==> src/rtl/sub_arb_pkg.sv <==
// Shared types and default sizing for the subtractor arbiter slice.
package sub_arb_pkg;

    localparam int unsigned NUM_REQ_DEF = 4;
    localparam int unsigned WIDTH_DEF   = 8;
    localparam int unsigned ID_W_DEF    = 2;

    typedef enum logic {
        ST_EMPTY = 1'b0,
        ST_FULL  = 1'b1
    } state_t;

endpackage

==> src/rtl/rr_arb.sv <==
// Round-robin grant: first set request at or above i_ptr, wrapping at NUM_REQ.
module rr_arb
    import sub_arb_pkg::*;
#(
    parameter int unsigned NUM_REQ = NUM_REQ_DEF,
    parameter int unsigned ID_W    = ID_W_DEF
) (
    input  logic [NUM_REQ-1:0] i_req,
    input  logic [ID_W-1:0]    i_ptr,
    input  logic               i_en,
    output logic [NUM_REQ-1:0] o_grant,
    output logic [ID_W-1:0]    o_idx
);

    int unsigned       w_pos;
    logic [ID_W-1:0]   w_cand;
    logic              w_found;

    always_comb begin
        o_grant = '0;
        o_idx   = '0;
        w_pos   = 0;
        w_cand  = '0;
        w_found = 1'b0;
        for (int unsigned k = 0; k < NUM_REQ; k++) begin
            w_pos = 32'(i_ptr) + k;
            if (w_pos >= NUM_REQ) begin
                w_pos = w_pos - NUM_REQ;
            end
            w_cand = ID_W'(w_pos);
            if (!w_found && i_req[w_cand]) begin
                w_found         = 1'b1;
                o_idx           = w_cand;
                o_grant[w_cand] = i_en;
            end
        end
    end

endmodule

==> src/rtl/sub_arbiter.sv <==
// Round-robin sharing of one subtractor with a single-entry registered response.
// Optional SUB_ARB_SAT_EN: clamp rsp_diff to zero on borrow.
module sub_arbiter
    import sub_arb_pkg::*;
#(
    parameter int unsigned NUM_REQ = NUM_REQ_DEF,
    parameter int unsigned WIDTH   = WIDTH_DEF,
    parameter int unsigned ID_W    = ID_W_DEF
) (
    input  logic                     clk,
    input  logic                     rst_n,
    input  logic [NUM_REQ-1:0]       req_valid,
    input  logic [NUM_REQ*WIDTH-1:0] req_a,
    input  logic [NUM_REQ*WIDTH-1:0] req_b,
    output logic [NUM_REQ-1:0]       req_ready,
    output logic                     rsp_valid,
    input  logic                     rsp_ready,
    output logic [WIDTH-1:0]         rsp_diff,
    output logic                     rsp_borrow,
    output logic [ID_W-1:0]          rsp_id
);

    state_t             r_state;
    logic [ID_W-1:0]    r_ptr;
    logic [WIDTH-1:0]   r_diff;
    logic               r_borrow;
    logic [ID_W-1:0]    r_id;

    logic               w_can_accept;
    logic [NUM_REQ-1:0] w_grant;
    logic [ID_W-1:0]    w_idx;
    logic               w_xfer;
    logic [WIDTH-1:0]   w_a;
    logic [WIDTH-1:0]   w_b;
    logic [WIDTH:0]     w_sub;
    logic [WIDTH-1:0]   w_diff;
    logic [ID_W-1:0]    w_ptr_nxt;

    // rst_n gates the grant so nothing is offered while reset is held
    assign w_can_accept = rst_n && ((r_state == ST_EMPTY) || rsp_ready);

    rr_arb #(
        .NUM_REQ (NUM_REQ),
        .ID_W    (ID_W)
    ) u_rr_arb (
        .i_req   (req_valid),
        .i_ptr   (r_ptr),
        .i_en    (w_can_accept),
        .o_grant (w_grant),
        .o_idx   (w_idx)
    );

    assign req_ready = w_grant;
    assign w_xfer    = |w_grant;

    assign w_a   = req_a[w_idx*WIDTH +: WIDTH];
    assign w_b   = req_b[w_idx*WIDTH +: WIDTH];
    assign w_sub = {1'b0, w_a} - {1'b0, w_b};

`ifdef SUB_ARB_SAT_EN
    assign w_diff = w_sub[WIDTH] ? '0 : w_sub[WIDTH-1:0];
`else
    assign w_diff = w_sub[WIDTH-1:0];
`endif

    assign w_ptr_nxt = (w_idx == ID_W'(NUM_REQ - 1)) ? '0 : w_idx + 1'b1;

    always_ff @(posedge clk or negedge rst_n) begin
        if (!rst_n) begin
            r_state  <= ST_EMPTY;
            r_ptr    <= '0;
            r_diff   <= '0;
            r_borrow <= 1'b0;
            r_id     <= '0;
        end else begin
            if (w_xfer) begin
                r_state  <= ST_FULL;
                r_ptr    <= w_ptr_nxt;
                r_diff   <= w_diff;
                r_borrow <= w_sub[WIDTH];
                r_id     <= w_idx;
            end else if (rsp_ready) begin
                r_state <= ST_EMPTY;
            end
        end
    end

    assign rsp_valid  = (r_state == ST_FULL);
    assign rsp_diff   = r_diff;
    assign rsp_borrow = r_borrow;
    assign rsp_id     = r_id;

endmodule

==> config.mk <==
export PLATFORM = sky130hd
export DESIGN_NAME = sub_arbiter
export DESIGN_NICKNAME = d
export VERILOG_FILES = /design/src/rtl/sub_arb_pkg.sv /design/src/rtl/rr_arb.sv /design/src/rtl/sub_arbiter.sv
export SDC_FILE = /design/constraint.sdc
export NUM_CORES = 1
export LEC_CHECK = 0
export ABC_AREA = 1
export CAP_MARGIN = 20
export CORE_MARGIN = 1
export CORE_UTILIZATION = 45
export CTS_BUF_LIST = sky130_fd_sc_hd__clkbuf_4 sky130_fd_sc_hd__clkbuf_8
export CTS_CLUSTER_DIAMETER = 30
export DETAILED_ROUTE_END_ITERATION = 10
export PLACE_DENSITY_LB_ADDON = 0.08
export SKIP_CTS_REPAIR_TIMING = 1
export SYNTH_ARGS = -nofsm -noshare
export SYNTH_HDL_FRONTEND = slang
export SYNTH_SLANG_ARGS = --single-unit
export TNS_END_PERCENT = 10
==> constraint.sdc <==
create_clock -name clk -period 4.8 [get_ports clk]
set_input_delay 0.72 -clock clk [delete_from_list [all_inputs] [get_ports clk]]
set_output_delay 0.72 -clock clk [all_outputs]
set_load 0.01 [all_outputs]
==> metrics.txt, run 1 <==
run status completed; CTS clock-pin slew for the worst setup and hold paths 60 ps; CTS Buf Count 3; DP Wirelength 4007 um; gr ovfl total 0; worst-path cell with the longest stage delay dfrtp_1; Hold Path Origin rsp_diff[7]$_DFFE_PN0P_; post-synthesis sequential area ratio 17.04%; Starting Density 46.89%; vias per cell 5.002; Tmin final approximately 4000 ps; final hold vios 0; crit path buf inv count 4; path depth of the worst reg2reg path 23; final period utilization 83.26%; CP delay by family, top adder cells; most used cell, CP nand2_1; commonest non-fill, non-tap cell in the layout nand2_1; Synth cell types 32; CTS tree yes; most frequent cells in the layout 110 x nand2_1, 86 x clkdlybuf4s50_1, 38 x nand3_1, 28 x nor2_1, 18 x inv_1; post-route antenna net violation count 0; Vias 2256; fraction of layout instances using a drive strength above 1 8.271%; r2r endpoint rsp_borrow$_DFFE_PN0P_; 1st-pass router iterations 4; die area between 4000 and 5000 um2; die height approximately 70 um; Metal-1 WL around 2400 um; Nets 488; gr usage total about a fifth; initial DRC count 127; IO buf count 86; Yosys reg bits 14; Post-route DRC 0; relative slew slack 69.54%; area grow syn2layout 42.79%; r2r setup slk around 800 ps; max frequency 250.2 MHz; clock root cell clkbuf_8; Crit. Startpoint r_ptr[1]$_DFFE_PN0P_; TNS Setup 0 ps; # H-tree levels 1; critical path arrival roughly 4200 ps; CP Cell Sequence inv_2, ha_1, inv_1, nand3_1, nand2_1, nor2_4, xor2_1, nand2_1, nand2_2, buf_4, o211ai_1, o21ai_1, ha_1, inv_1, fa_1, nand3_1, nand2_1, a21oi_1, o21bai_1, a21o_1, a21oi_1, nand2_1, nand2_1; vias in the first global route just over 2000; crit path capture rsp_borrow$_DFFE_PN0P_; # IOs 87; largest net degree at the start of global routing 35; kind of critical path flip-flop to flip-flop; final WL 5002 um; CP Depth 23; clock buffer depth 2; Cells after Synth 320; first-pass GRT wire length 8680 um; slowest cell delay on critical path approximately 560 ps; Fill cells 407; mapped cell area 2056 um2; unrepaired setup endpoints after global routing false; Horiz. Die Dim 69.59 um; # diodes 0; Crit Path Max Fanout 34; Max Cap Viol 0; CORE AREA 4384 um2; TritonCTS Sinks 14; CP startpoint kind flip-flop; Multi-input gate area 1486 um2; final setup vio count 0; YS warnings 0; max layer used met4; met3 wire len 310 um; clock skew between 2 and 3 ps; met2 wire len 2268 um; Critical Path End Type flip-flop; Synth Area per Inst 6.424 um2; Seq. cell area 350.3 um2; # rows 24; antenna violations before repair 0; max-slew violations 0; min-delay worst type flip-flop to flip-flop; clock latency at the later pin of the worst-skew pair 250 ps; worst-margin pin slew 456.2 ps; wire per inst 11.09 um; Worst R2R Start r_ptr[1]$_DFFE_PN0P_; GP Congestion slightly above 0.9; Req. time, crit path ~5000 ps; Synth Net Count 408
[state kept, by name, summed over array words and instances (netlist names)]
| register | cells |
|---|---|
| r_ptr | 2 |
| rsp_borrow | 1 |
| rsp_diff | 8 |
| rsp_id | 2 |
| rsp_valid | 1 |
[cell families (layout without fill, tap and decap cells)]
family / Yosys count / after routing / synth area share (%)
adders and majority gates: 17 / 17 / 10.71
buffers and inverters: 38 / 117 / 10.65
DFF: 14 / 14 / 17.04
xor gates and xnor gates: 7 / 7 / 2.982
and+or+nand+nor: 207 / 207 / 48.27
AOI/OAI and AO/OA: 37 / 37 / 10.35
[synthesized netlist by cell type, drive strengths merged]
cell      n  area, um2
a31oi     1      6.260
nand2   121      501.7
fa        1      20.02
o21ai    19      95.09
nand4     6      43.79
a21o      1      7.510
ha       16      200.2
nand3    40      210.2
inv      24      95.08
o211ai    5      37.54
buf      14      123.9
a21oi     7      35.03
nor2     33      178.9
and2      6      37.54
o21bai    1      7.510
a21boi    2      15.01
nand3b    1      20.02
xor2      7      61.31
o221ai    1      8.760
dfrtp    14      350.3
[layout make-up]
type	instances	share of cell area, %
timing repair buffer	89	30.09
tap	52	2.217
multi-input combinational	268	50.64
sequential	14	11.94
clock buffer	4	1.876
inverter	24	3.240
[metrics by stage]
| step | setup slack (ps) | hold WS, ps | cells | area [um2] | util, % |
|---|---|---|---|---|---|
| 6_report | 803.5 | 511.3 | 451 | 2935 | 66.95 |
| 5_1_grt | 411.9 | 537.2 | 451 | 2935 | 66.95 |
| 4_1_cts | 817.9 | 520.7 | 451 | 2935 | 66.95 |
| 3_5_place_dp | 561.9 | 497.3 | 447 | 2880 | 65.70 |
| 3_3_place_gp | 718.6 | 496.3 | 447 | 2880 | 65.70 |
| 2_1_floorplan | 1355 | 424.4 | 320 | 2056 | - |
[metal layers]
metal	vias up	global-route usage [%]
li1	1199	-
met1	969	28.65
met2	82	36.57
met3	6	2.180
met4	0	5.215
met5	-	0
[how the worst min path moves through the flow]
stage	to	slack (ps)	cells after the start
2_1_floorplan	r_ptr[0]$_DFFE_PN0P_	420	0
3_3_place_gp	rsp_diff[3]$_DFFE_PN0P_	500	2
3_5_place_dp	rsp_diff[6]$_DFFE_PN0P_	500	2
4_1_cts	rsp_diff[7]$_DFFE_PN0P_	520	2
5_1_grt	rsp_diff[0]$_DFFE_PN0P_	540	2
6_report	rsp_diff[7]$_DFFE_PN0P_	510	2
[worst register-to-register path, delay by kind of cell (launching register included)]
kind	cells	cell delay (ps)
AND/OR/NAND/NOR	9	890
flip-flops	1	560
AO/OA/AOI/OAI	6	750
XOR/XNOR	1	190
adder cells (fa/ha/maj)	3	930
buffers and inverters	4	620
Power of run 1 is not shown: default switching activity piles up to over one toggle a cycle in this logic, so the estimate is an artifact.
==> inputs of run 2 (changes only) <==
Settings changed: CORE_UTILIZATION 45 to 40.
Clock period 4.8 ns to 3.6 ns, I/O delays scaled along.
==> metrics.txt, run 2 (same netlist as run 1, synthesis figures left out) <==
CTS tree yes; run status completed; Horiz. Die Dim 73.69 um (+5.9%); final setup vio count 0 (unchanged); final hold vios 0 (unchanged); Post-route DRC 0 (unchanged); CTS Buf Count 3 (unchanged); Vias 2414 (+7.0%); clock skew 5.450 ps (+2.518 ps); CP delay by family, top simple AND/OR/NAND/NOR gates; gr usage total 21.99% (+0.66 points); Critical Path End Type flip-flop; crit path buf inv count 4 (unchanged); TNS Setup 0 ps (unchanged); IO buf count 86 (unchanged); Max Cap Viol 0 (unchanged); Nets 521 (+6.8%); gr ovfl total 0 (unchanged); die height 73.69 um (+5.9%); critical path arrival 3560 ps (-620 ps); vias per cell 4.838 (-3.3%); min-delay worst type flip-flop to flip-flop; antenna violations before repair 0 (unchanged); CORE AREA 4848 um2 (+11%); relative slew slack 74.65% (+5.1 points); Hold Crit Endpoint rsp_diff[5]$_DFFE_PN0P_; CP startpoint kind input port; clock latency at the later pin of the worst-skew pair 250 ps (about the same); Seq. cell area 350.3 um2 (unchanged); fraction of layout instances using a drive strength above 1 19.44% (+11 points); placed insts 489 (+9.4%); Multi-input gate area 1573 um2 (+5.8%); most used cell, CP nand2_1; CP Cell Sequence clkdlybuf4s50_1, inv_1, nand2_4, nand3_2, nand2_4, nor2_4, xor2_1, nand2_1, nand2_2, buf_12, nor2_1, o21ai_0, nand2_1, ha_2, inv_1, fa_2, nand3_1, nand2_2, a21oi_2, o21bai_2, a21o_1, a21oi_2, nand2_1, nand2_1; unrepaired setup endpoints after global routing false; GP Congestion 0.9313 (-0.19%); largest net degree at the start of global routing 17 (-51%); r2r setup slk 340 ps (-460 ps); max frequency roughly 300 MHz; max-slew violations 0 (unchanged); commonest non-fill, non-tap cell in the layout nand2_1; r2r endpoint rsp_borrow$_DFFE_PN0P_; # rows 25 (+4.2%); most frequent cells in the layout 105 x nand2_1, 85 x clkdlybuf4s50_1, 38 x nand3_1, 33 x buf_4, 28 x nor2_1; first-pass GRT wire length 9625 um (+11%); final WL 5824 um (+16%); Hold Path Origin rsp_diff[5]$_DFFE_PN0P_; kind of critical path input port to flip-flop; Crit Path Max Fanout 15 (-56%); worst-path cell with the longest stage delay clkdlybuf4s50_1; die area 5430 um2 (+12%); # diodes 0 (unchanged); Hold Path Depth 2 (unchanged); slowest cell delay on critical path 470 ps (-90 ps); TritonCTS Sinks 14 (unchanged); initial DRC count 116 (-8.7%); Finished Layout Cells 499 (+11%); Starting Density 42.40% (-4.5 points); # H-tree levels 1 (unchanged); Tmin final between 3000 and 4000 ps; Worst R2R Start r_ptr[1]$_DFFE_PN0P_; 1st-pass router iterations 4 (unchanged); post-route antenna net violation count 0 (unchanged); Largest register FFs 8 (unchanged); final period utilization 93.76%; path depth of the worst reg2reg path 24 (+4.3%); clock buffer depth 2 (unchanged); CTS clock-pin slew for the worst setup and hold paths 60 ps (about the same); Req. time, crit path 3790 ps (-1200 ps); vias in the first global route 2273 (+12%); worst-margin pin slew 379.3 ps (-76.90 ps); Crit. Startpoint req_valid[0]; wire per inst 11.67 um (+5.2%); Fill cells 444 (+9.1%); area grow syn2layout 61.11%; # IOs 87 (unchanged); DP Wirelength 4746 um (+18%); clock root cell clkbuf_8
[run 2: cell count changes in the layout (fill, tap and decap cells not counted), moves of 2 or more]
cell	delta
a21oi_2	+4
buf_4	+30
nand2_2	+5
nand2_1	-5
ha_1	-4
ha_4	+3
a21oi_1	-4
o21ai_0	-2
[run 2: metrics by stage]
stage / utilization, % / cell area, um2 / hold WS, ps / setup WS, ps
after global routing: 68.31 / 3312 / 540.8 / 3.276
after detailed placement: 64.23 / 3114 / 496.6 / -76.59
after floorplan: - / 2056 / 244.4 / 154.8
final: 68.31 / 3312 / 511.3 / 224.8
after global placement: 64.23 / 3114 / 494.8 / -34.63
after CTS: 65.37 / 3169 / 514.8 / 125.2
[run 2: how the worst max path moves through the flow]
stage | end | cells past startpoint
finish | rsp_borrow$_DFFE_PN0P_ | 24
global route | rsp_diff[7]$_DFFE_PN0P_ | 21
CTS | rsp_borrow$_DFFE_PN0P_ | 23
detailed placement | rsp_borrow$_DFFE_PN0P_ | 23
global placement | rsp_borrow$_DFFE_PN0P_ | 22
floorplan | rsp_borrow$_DFFE_PN0P_ | 26
[run 2: area by class of cell]
class	count	share of cell area [%]
multi-input combinational	268	47.49
inverter	24	3.098
sequential	14	10.58
timing repair buffer	121	34.49
timing repair inverter	1	0.1511
tap	67	2.531
clock buffer	4	1.662
[run 2: worst reg2reg max path, delay by kind of cell (launching register included)]
| kind | cells | cell delay (ps) |
|---|---|---|
| buf+inv | 4 | 350 |
| compound gates | 7 | 880 |
| fa+ha+maj | 3 | 760 |
| simple gates | 10 | 830 |
| flops | 1 | 380 |
[run 2: metal layers]
layer	wire, um	track usage [%]
met4	111	6.197
met1	2517	27.20
met2	2970	40.47
met5	0	0
met3	224	1.646
Power of run 2 is left out for the same reason.
==> inputs of run 3 (changes only) <==
Settings changed: CORE_UTILIZATION 40 to 45, PLACE_DENSITY set to 0.95, PLACE_DENSITY_LB_ADDON 0.08 to unset.
Clock period 3.6 ns to 3.39 ns, I/O delays scaled along.
==> metrics.txt, run 3 (same netlist as run 1, synthesis figures left out) <==
antenna violations before repair 0 (unchanged); 1st-pass router iterations 4 (unchanged); worst-margin pin slew 391.5 ps (+12.19 ps); Req. time, crit path 3580 ps (-210 ps); # rows 24 (-4.0%); gr ovfl total 0 (unchanged); final setup vio count 5 (+5); # H-tree levels 1 (unchanged); IO buf count 86 (unchanged); worst-path cell with the longest stage delay dfrtp_1; failing checks setup timing; most frequent cells in the layout 104 x nand2_1, 82 x clkdlybuf4s50_1, 44 x buf_4, 36 x nand3_1, 26 x nor2_1; vias per cell 5.612 (+16%); vias in the first global route 2518 (+11%); setup ws final -270.8 ps (-495.6 ps); clock skew 5.192 ps (-0.2577 ps); path depth of the worst reg2reg path 24 (unchanged); Multi-input gate area 1610 um2 (+2.4%); run status finished with violations; initial DRC count 254 (+120%); crit path buf inv count 4 (unchanged); Fill cells 282 (-36%); largest net degree at the start of global routing 22 (+5); CP Cell Sequence buf_4, nand2_1, nand3_1, nand2_2, nor2_4, xor2_2, nand2_1, nand2_2, inv_4, buf_12, nor2_4, o21ai_1, nand2_1, ha_2, inv_2, fa_2, nand3_2, nand2_2, a21oi_2, o21bai_2, a21o_1, a21oi_2, nand2_1, nand2_1; DP Wirelength 5170 um (+8.9%); dpl cell area 3171 um2 (+1.8%); max-slew violations 0 (unchanged); TritonCTS Sinks 14 (unchanged); commonest non-fill, non-tap cell in the layout nand2_1; kind of critical path flip-flop to flip-flop; # IOs 87 (unchanged); Tmin final 3661 ps; Crit. Startpoint r_ptr[0]$_DFFE_PN0P_; Hold WS 519.2 ps (+7.829 ps); Critical Path End Type flip-flop; die height 69.59 um (-5.6%); Hold Path Depth 2 (unchanged); Worst R2R Start r_ptr[0]$_DFFE_PN0P_; Starting Density 46.89% (+4.5 points); clock latency at the later pin of the worst-skew pair 250 ps (about the same); Max Cap Viol 0 (unchanged); CTS Buf Count 3 (unchanged); clock buffer depth 2 (unchanged); Vias 2795 (+16%); relative slew slack 73.84% (-0.81 points); Crit Path Max Fanout 10 (-5); clock root cell clkbuf_8; most used cell, CP nand2_1; unrepaired setup endpoints after global routing true; fraction of layout instances using a drive strength above 1 23.32% (+3.9 points); first-pass GRT wire length 10600 um (+10%); fin area 3482 um2 (+5.1%); CORE AREA 4384 um2 (-9.6%); area grow syn2layout 69.39%; CP startpoint kind flip-flop; post-route antenna net violation count 0 (unchanged); CP Depth 24 (unchanged); die area 4843 um2 (-11%); max frequency 273.2 MHz; GP Congestion 0.8772 (-5.8%); Largest register FFs 8 (unchanged); slowest cell delay on critical path 410 ps (-60 ps); final WL 8178 um (+40%); wire per inst 16.42 um (+41%); CTS clock-pin slew for the worst setup and hold paths 60 ps (about the same); critical path arrival 3850 ps (+290 ps); Horiz. Die Dim 69.59 um (-5.6%); Hold Path Origin rsp_borrow$_DFFE_PN0P_; # diodes 0 (unchanged); Nets 535 (+2.7%); gr usage total 26.87% (+4.9 points); CP delay by family, top simple AND/OR/NAND/NOR gates; CTS tree yes; min-delay worst type flip-flop to flip-flop; final hold vios 0 (unchanged); Post-route DRC 0 (unchanged); TNS Setup -803.3 ps (-803.3 ps); Seq. cell area 350.3 um2 (unchanged); final period utilization 108.0%
[run 3: stage by stage]
step           utilization [%]  setup WS [ps]  std cells
3_5_place_dp             72.32         -426.3        482
6_report                 79.42         -270.8        498
5_1_grt                  79.42         -385.1        498
3_3_place_gp             72.32         -165.6        482
2_1_floorplan                -          30.45        320
4_1_cts                  73.57         -171.8        486
[run 3: routing by layer]
metal  part of all wire, %  track usage, %
met5                     0               0
met4                   6.7           16.10
met3                   6.7           3.634
met2                    50           48.33
met1                    37           29.85
[run 3: final timing paths]
| check | end | slack [ps] |
|---|---|---|
| worst max-delay path | rsp_borrow$_DFFE_PN0P_ | -270 |
| worst min-delay path | rsp_borrow$_DFFE_PN0P_ | 520 |
| worst max register to register | rsp_borrow$_DFFE_PN0P_ | -270 |
| worst min register to register | rsp_borrow$_DFFE_PN0P_ | 520 |
| max in group asynchronous | rsp_id[1]$_DFFE_PN0P_ | 2630 |
| min in group asynchronous | rsp_valid$_DFFE_PN0P_ | 590 |
[run 3: cell type report]
type                       instances  area share [%]
multi-input combinational        269           46.24
clock buffer                       4           1.581
timing repair buffer             135           37.37
inverter                          24           2.875
sequential                        14           10.06
tap                               52           1.868
[run 3: worst min-delay path, delay by kind of cell, from the launching register on]
family / cells / cell delay [ps]
flip-flops: 1 / 350
AND/OR/NAND/NOR: 2 / 140
Power of run 3 is left out for the same reason.
